<file path="src/rtl/ser_frame_demux.sv">
// ser_frame_demux
//   Serial frame receiver / demultiplexer. A frame on serIn is
//   start bit (0), PORT_BITS address, LEN_BITS length, `length` payload bits
//   and, when PARITY_EN=1, one even-parity bit. Payload bits are steered
//   combinationally to serOut[port] with serOutValid. The receiver then holds
//   in DONE until the consumer acknowledges with `transmitted`.
//
// Ports
//   clk          system clock, rising edge
//   rst          asynchronous reset, active low
//   serIn        serial line, idles high
//   transmitted  consumer acknowledge, only sampled in DONE
//   serOut       routed payload bit, one-hot position = addressed port
//   serOutValid  payload bit present on serOut
//   done         frame complete, waiting for acknowledge
//   parErr       parity mismatch on the last frame (held until next start bit)
//   busy         receiver not idle
module ser_frame_demux #(
    parameter int unsigned PORT_BITS = 2,
    parameter int unsigned LEN_BITS  = 4,
    parameter int unsigned PARITY_EN = 0
) (
    input  logic                      clk,
    input  logic                      rst,
    input  logic                      serIn,
    input  logic                      transmitted,
    output logic [2**PORT_BITS-1:0]   serOut,
    output logic                      serOutValid,
    output logic                      done,
    output logic                      parErr,
    output logic                      busy
);

    localparam int unsigned FIELD_MAX = (PORT_BITS > LEN_BITS) ? PORT_BITS : LEN_BITS;
    localparam int unsigned BW        = $clog2(FIELD_MAX + 1);

    typedef enum logic [2:0] {
        S_IDLE,
        S_PORT,
        S_LEN,
        S_DATA,
        S_PAR,
        S_DONE
    } state_t;

    state_t                 state;
    state_t                 state_nxt;

    logic [BW-1:0]          bcnt;
    logic [PORT_BITS-1:0]   port_r;
    logic [LEN_BITS-1:0]    len_r;
    logic [LEN_BITS-1:0]    len_shift;
    logic [LEN_BITS-1:0]    dcnt;
    logic                   par_acc;
    logic                   port_last;
    logic                   len_last;
    logic                   data_last;

    // Length as it will be once the current bit is shifted in; the LEN exit
    // decision needs the complete field in the same cycle as its last bit.
    always_comb begin
        len_shift = LEN_BITS'({len_r, serIn});
        port_last = (bcnt == BW'(PORT_BITS - 1));
        len_last  = (bcnt == BW'(LEN_BITS - 1));
        // dcnt counts 0..length-1, so the maximum length never needs the
        // counter to reach 2**LEN_BITS and cannot wrap early.
        data_last = (dcnt == len_r - LEN_BITS'(1));
    end

    // State register
    always_ff @(posedge clk or negedge rst) begin
        if (!rst) begin
            state <= S_IDLE;
        end else begin
            state <= state_nxt;
        end
    end

    // Next-state logic
    always_comb begin
        state_nxt = state;
        case (state)
            S_IDLE: if (!serIn) state_nxt = S_PORT;
            S_PORT: if (port_last) state_nxt = S_LEN;
            S_LEN: begin
                if (len_last) begin
                    if (len_shift != '0)      state_nxt = S_DATA;
                    else if (PARITY_EN != 0)  state_nxt = S_PAR;
                    else                      state_nxt = S_DONE;
                end
            end
            S_DATA: begin
                if (data_last) begin
                    if (PARITY_EN != 0) state_nxt = S_PAR;
                    else                state_nxt = S_DONE;
                end
            end
            S_PAR:  state_nxt = S_DONE;
            S_DONE: if (transmitted) state_nxt = S_IDLE;
            default: state_nxt = S_IDLE;
        endcase
    end

    // Output logic
    always_comb begin
        serOut      = '0;
        serOutValid = 1'b0;
        done        = (state == S_DONE);
        busy        = (state != S_IDLE);
        if (state == S_DATA) begin
            serOutValid    = 1'b1;
            serOut[port_r] = serIn;
        end
    end

    // Field registers, counters and parity
    always_ff @(posedge clk or negedge rst) begin
        if (!rst) begin
            bcnt    <= '0;
            port_r  <= '0;
            len_r   <= '0;
            dcnt    <= '0;
            par_acc <= 1'b0;
            parErr  <= 1'b0;
        end else begin
            case (state)
                S_IDLE: begin
                    if (!serIn) begin
                        bcnt   <= '0;
                        parErr <= 1'b0;
                    end
                end
                S_PORT: begin
                    port_r <= PORT_BITS'({port_r, serIn});
                    bcnt   <= port_last ? '0 : bcnt + BW'(1);
                end
                S_LEN: begin
                    len_r   <= len_shift;
                    bcnt    <= len_last ? '0 : bcnt + BW'(1);
                    dcnt    <= '0;
                    par_acc <= 1'b0;
                end
                S_DATA: begin
                    dcnt    <= dcnt + LEN_BITS'(1);
                    par_acc <= par_acc ^ serIn;
                end
                S_PAR: begin
                    if (PARITY_EN != 0) parErr <= par_acc ^ serIn;
                end
                default: ;
            endcase
        end
    end

endmodule

</file>
<file path="config.mk">
export PLATFORM = sky130hd
export DESIGN_NAME = ser_frame_demux
export DESIGN_NICKNAME = d
export VERILOG_FILES = /design/src/rtl/ser_frame_demux.sv
export SDC_FILE = /design/constraint.sdc
export NUM_CORES = 1
export LEC_CHECK = 0
export ABC_CLOCK_PERIOD_IN_PS = 3450
export CAP_MARGIN = 30
export CORE_ASPECT_RATIO = 1.4
export CORE_MARGIN = 2
export CORE_UTILIZATION = 26
export DETAILED_ROUTE_END_ITERATION = 6
export HOLD_SLACK_MARGIN = 0.05
export SLEW_MARGIN = 20
export SYNTH_ARGS = -nofsm -noshare
export SYNTH_HDL_FRONTEND = slang
export SYNTH_SLANG_ARGS = --single-unit
</file>
<file path="constraint.sdc">
create_clock -name clk -period 3.45 [get_ports clk]
set_input_delay 0.69 -clock clk [delete_from_list [all_inputs] [get_ports clk]]
set_output_delay 0.69 -clock clk [all_outputs]
set_load 0.02 [all_outputs]
</file>
Yosys cells after proc, flatten, opt, wreduce, memory -nomap -nowiden. Index checks and enable logic that the tools add are counted.

Add/sub/neg operators: 3. Order comparisons: 2. Eq/ne operators: 13. Multiplexer cells: 16. Bitwise operators: 1. Reduce and logical (&&, ||, !) cells: 8.

Operator list (number): $mux 3 (9); $pmux 3 s6 (1); $ne 2x2->1 const B (5); $eq 3x2->1 const B (3); $pmux 3 s3 (1); $pmux 4 s2 (1); $eq 3x1->1 const B (2); $eq 3x3->1 const B (2); $reduce_bool 3->1 (2); $reduce_and 5->1 (1); $add 4x1->4 const B (1); $and 4x4->4 (1); $eq 4x4->1 (1); $mux 4 (1); $reduce_bool 4->1 (1); $sub 4x1->4 const B (1); $add 3x1->3 const B (1); $logic_not 3->1 (1); $lt 2x3->1 const B (1); $demux 1 s2 (1); $ge 2x1->1 const B (1); $mux 1 (2); $reduce_and 2->1 (1); $reduce_bool 2->1 (1); $logic_and 1x1->1 (1).

Flip-flop bits (word level): 16. Input port bits: 4. Output and inout port bits: 8. Word-level logic and storage cells: 48.

Depth between registers and ports, before layout.
Word-level depth: 6. Gate-level depth with buffers: 6. Mapped depth without buffers: 6.

Worst setup path before layout. No wires, ideal clock.

Path kind: register to output. From: register state[2]. To: output serOut[0]. Data arrival time: 1632 ps. Data required time: 2760 ps. Path slack: 1128 ps. Stages on the path, launching flop included: 6. Buffers on the path: 2. Cells stage by stage: dfrtp_1 > buf_2 > nand2b_1 > clkbuf_1 > nor3_1 > nor3b_1.

Word-level cells in the longest chain between the ends: 2.

RTL lines: start, declared (RTL line 46) `state_t state;`; start signal, assigned (RTL line 75) `state <= state_nxt;`; $eq 3x2->1 (RTL line 110) `if (state == S_DATA) begin`; $mux 4 (RTL line 110); end, declared (RTL line 27) `output logic [2**PORT_BITS-1:0] serOut,`.

Every way passes these cells.

Worst setup path in the final report.
From: input serIn. To: output serOut[0].

Word-level cells in the longest chain between the ends: 2.

RTL lines: start, declared (RTL line 25) `input logic serIn,`; $and 4x4->4 (no line); $mux 4 (RTL line 110).

Every way passes these cells.

==> reports/qor.yml <==
endpoint_kind: "output port"
yosys_warnings: 0
start_kind: "input pin"
coreArea_um2: 3610
drv_slew: 0
cts_tree: "yes"
first_pass_iters: 4
synth.cell_area_um2: 963
dp_hpwl_um: 1460
max_cap_violations: 0
die-width_um: 55.4
vias: 771
cp_top_family: "buffers and inverters"
cpPeakStageDelay_ns: 0.63
startpoint: "serIn"
cts-resized-gates: 0
fin_nets: 126
worstSetupPathType: "input pin to output port"
fin_crit_ns: 3.22
synth_edf_count: 0
die-area_um2: 4220
antenna_found_initial: 0
synth_seq_cells: 16
synth_ff_type: "dfrtp_1"
gp_congestion: 0.785
portBuffers: 10
synth_area_leader_cell: "dfrtp_1"
routed_wl_um: 1870
syn_inst: 106
grt_max_degree: 17
clkLatencyLatePin_ns: 0.25
status: "finished clean"
crit-reg2reg-launch: "len_r[0]"
finalHoldViolations: 0
max-vdd-ir-drop_mv: 0.379
ys_types: 32
path_buf_inv: 3
synth_commonest_cells: "16 x dfrtp_1, 13 x nand2_1, 9 x inv_1"
cts-root-buf: "clkbuf_8"
synth.area.top_cells: "dfrtp_1 42%, ha_1 7.8%, mux2_2 5.8%"
yosysMostFrequentCell: "dfrtp_1"
cts_sinks: 16
die_h_um: 76.0
via_per_inst: 4.91
crit_required_ns: 2.76
start_util: 0.267
diodes: 0
path_max_fanout: 4
num_rows: 26
synth-seq-area-share: 0.416
tns_ns: 0
worstHoldStart: "bcnt[0]"
wl_per_cell_um: 11.9
synth_nets: 116
grt.total_usage: 0.0955
power.density_nw_per_um2: 911
grt_pass1_wl_um: 3240
stdcell_area_um2: 1150
cellLeakagePower_uw: 0.000495
rsz0062_at_grt: "false"
fillers: 378
grt_pass1_vias: 755
ys_async_sr_fraction: 1.00
slew_headroom: 0.514
clock.fmax_ghz: 0.310
worstMarginPinSlew_ns: 0.726
critPathSlowestCell: "clkdlybuf4s50_1"
synth.avg_cell_area_um2: 9.09
hold_path.class: "flop to flop"
yosysTopAreaCellShare: 0.416
syn_to_final_growth_pct: 19.0
drt_iter0_markers: 12
skew_ns: 0.00204
num_io_pins: 12
grt_overflow: 0
drive_gt1_frac: 0.0870
ctsHtreeMaxLevel: 1
crit_chain: "clkdlybuf4s50_1 > inv_1 > nor3_1 > nor3b_1 > clkdlybuf4s50_1"
placed_cell_area_um2: 1090
cts.clk_slew.worst_paths_ns: 0.06
worstPathArrival_ns: 2.53
setup_violations: 0
post-route-period-util: 0.934
cts.hold.buffers_added: 0
ant_nets: 0
drc: 0
cts_setup_buffers: 0
critPathMostFrequentCell: "clkdlybuf4s50_1"
cts_made_buffers: 3
clock_path_buffers: 2
## power by group
| group | total [uW] | leakage, uW | internal [uW] | switching [uW] |
|---|---|---|---|---|
| logic | 486 | 0.000269 | 244 | 242 |
| registers | 397 | 0.000197 | 275 | 123 |
| clock network | 161 | 0.0000288 | 101 | 60.2 |
| total | 1040 | 0.000495 | 620 | 425 |
## stage by stage
| step | utilization | setup slack (ns) | instances | power, uW | hold WS, ns |
|---|---|---|---|---|---|
| after detailed placement | 0.302 | 0.221 | 153 | 891 | 0.526 |
| final | 0.317 | 0.227 | 157 | 1040 | 0.545 |
| after global routing | 0.317 | 0.132 | 157 | 1140 | 0.573 |
| after CTS | 0.317 | 0.212 | 157 | 1050 | 0.539 |
| after global placement | 0.302 | 0.257 | 153 | 865 | 0.494 |
| after floorplan | - | 1.13 | 106 | 762 | 0.394 |
## cell type report
class / count / area, um^2 / share of cell area
Inverter: 9 / 33.8 / 0.0295
Multi-Input combinational cell: 76 / 504 / 0.440
Tap cell: 42 / 52.6 / 0.0459
Timing Repair Buffer: 10 / 100 / 0.0873
Clock buffer: 4 / 55.1 / 0.0480
Sequential cell: 16 / 400 / 0.349
## layer usage
layer | up-vias | share of wire | GRT usage
li1 | 375 | - | -
met1 | 378 | 0.41 | 0.103
met2 | 14 | 0.53 | 0.171
met3 | 4 | 0.035 | 0.0238
met4 | 0 | 0.017 | 0.0439
met5 | - | 0 | 0
## logic make-up (layout without fill, tap and decap cells)
group           after synthesis  after routing  share of synthesized area
fa+ha+maj                     6              6                     0.0779
xor+xnor                      5              5                     0.0597
other cells                   1              1                    0.00389
buf+inv                      14             23                     0.0610
flops                        16             16                      0.416
simple gates                 38             38                      0.191
mux                           5              5                     0.0584
compound gates               21             21                      0.132
## placed cells by master (no fill, tap or decap), types with 4 or more instances in the layout
master	n
a21oi_1	6
clkbuf_8	4
clkdlybuf4s50_1	10
dfrtp_1	16
ha_1	6
inv_1	9
mux2_2	5
nand2_1	13
nor2_1	8
o21ai_0	7
## sequential cells by signal (all words and copies together) (netlist names)
signal  count
bcnt        3
dcnt        4
len_r       4
port_r      2
state       3
## worst paths after layout
check / endpoint / slack [ns] / cells past startpoint
max reg2reg: state[2] / 1.71 / 6
max in group asynchronous: port_r[1] / 2.12 / 1
max: serOut[0] / 0.23 / 5
min: bcnt[0] / 0.55 / 1
min reg2reg: bcnt[0] / 0.55 / 1
min in group asynchronous: bcnt[2] / 0.88 / 1
Power figures use the tool's default switching activity.
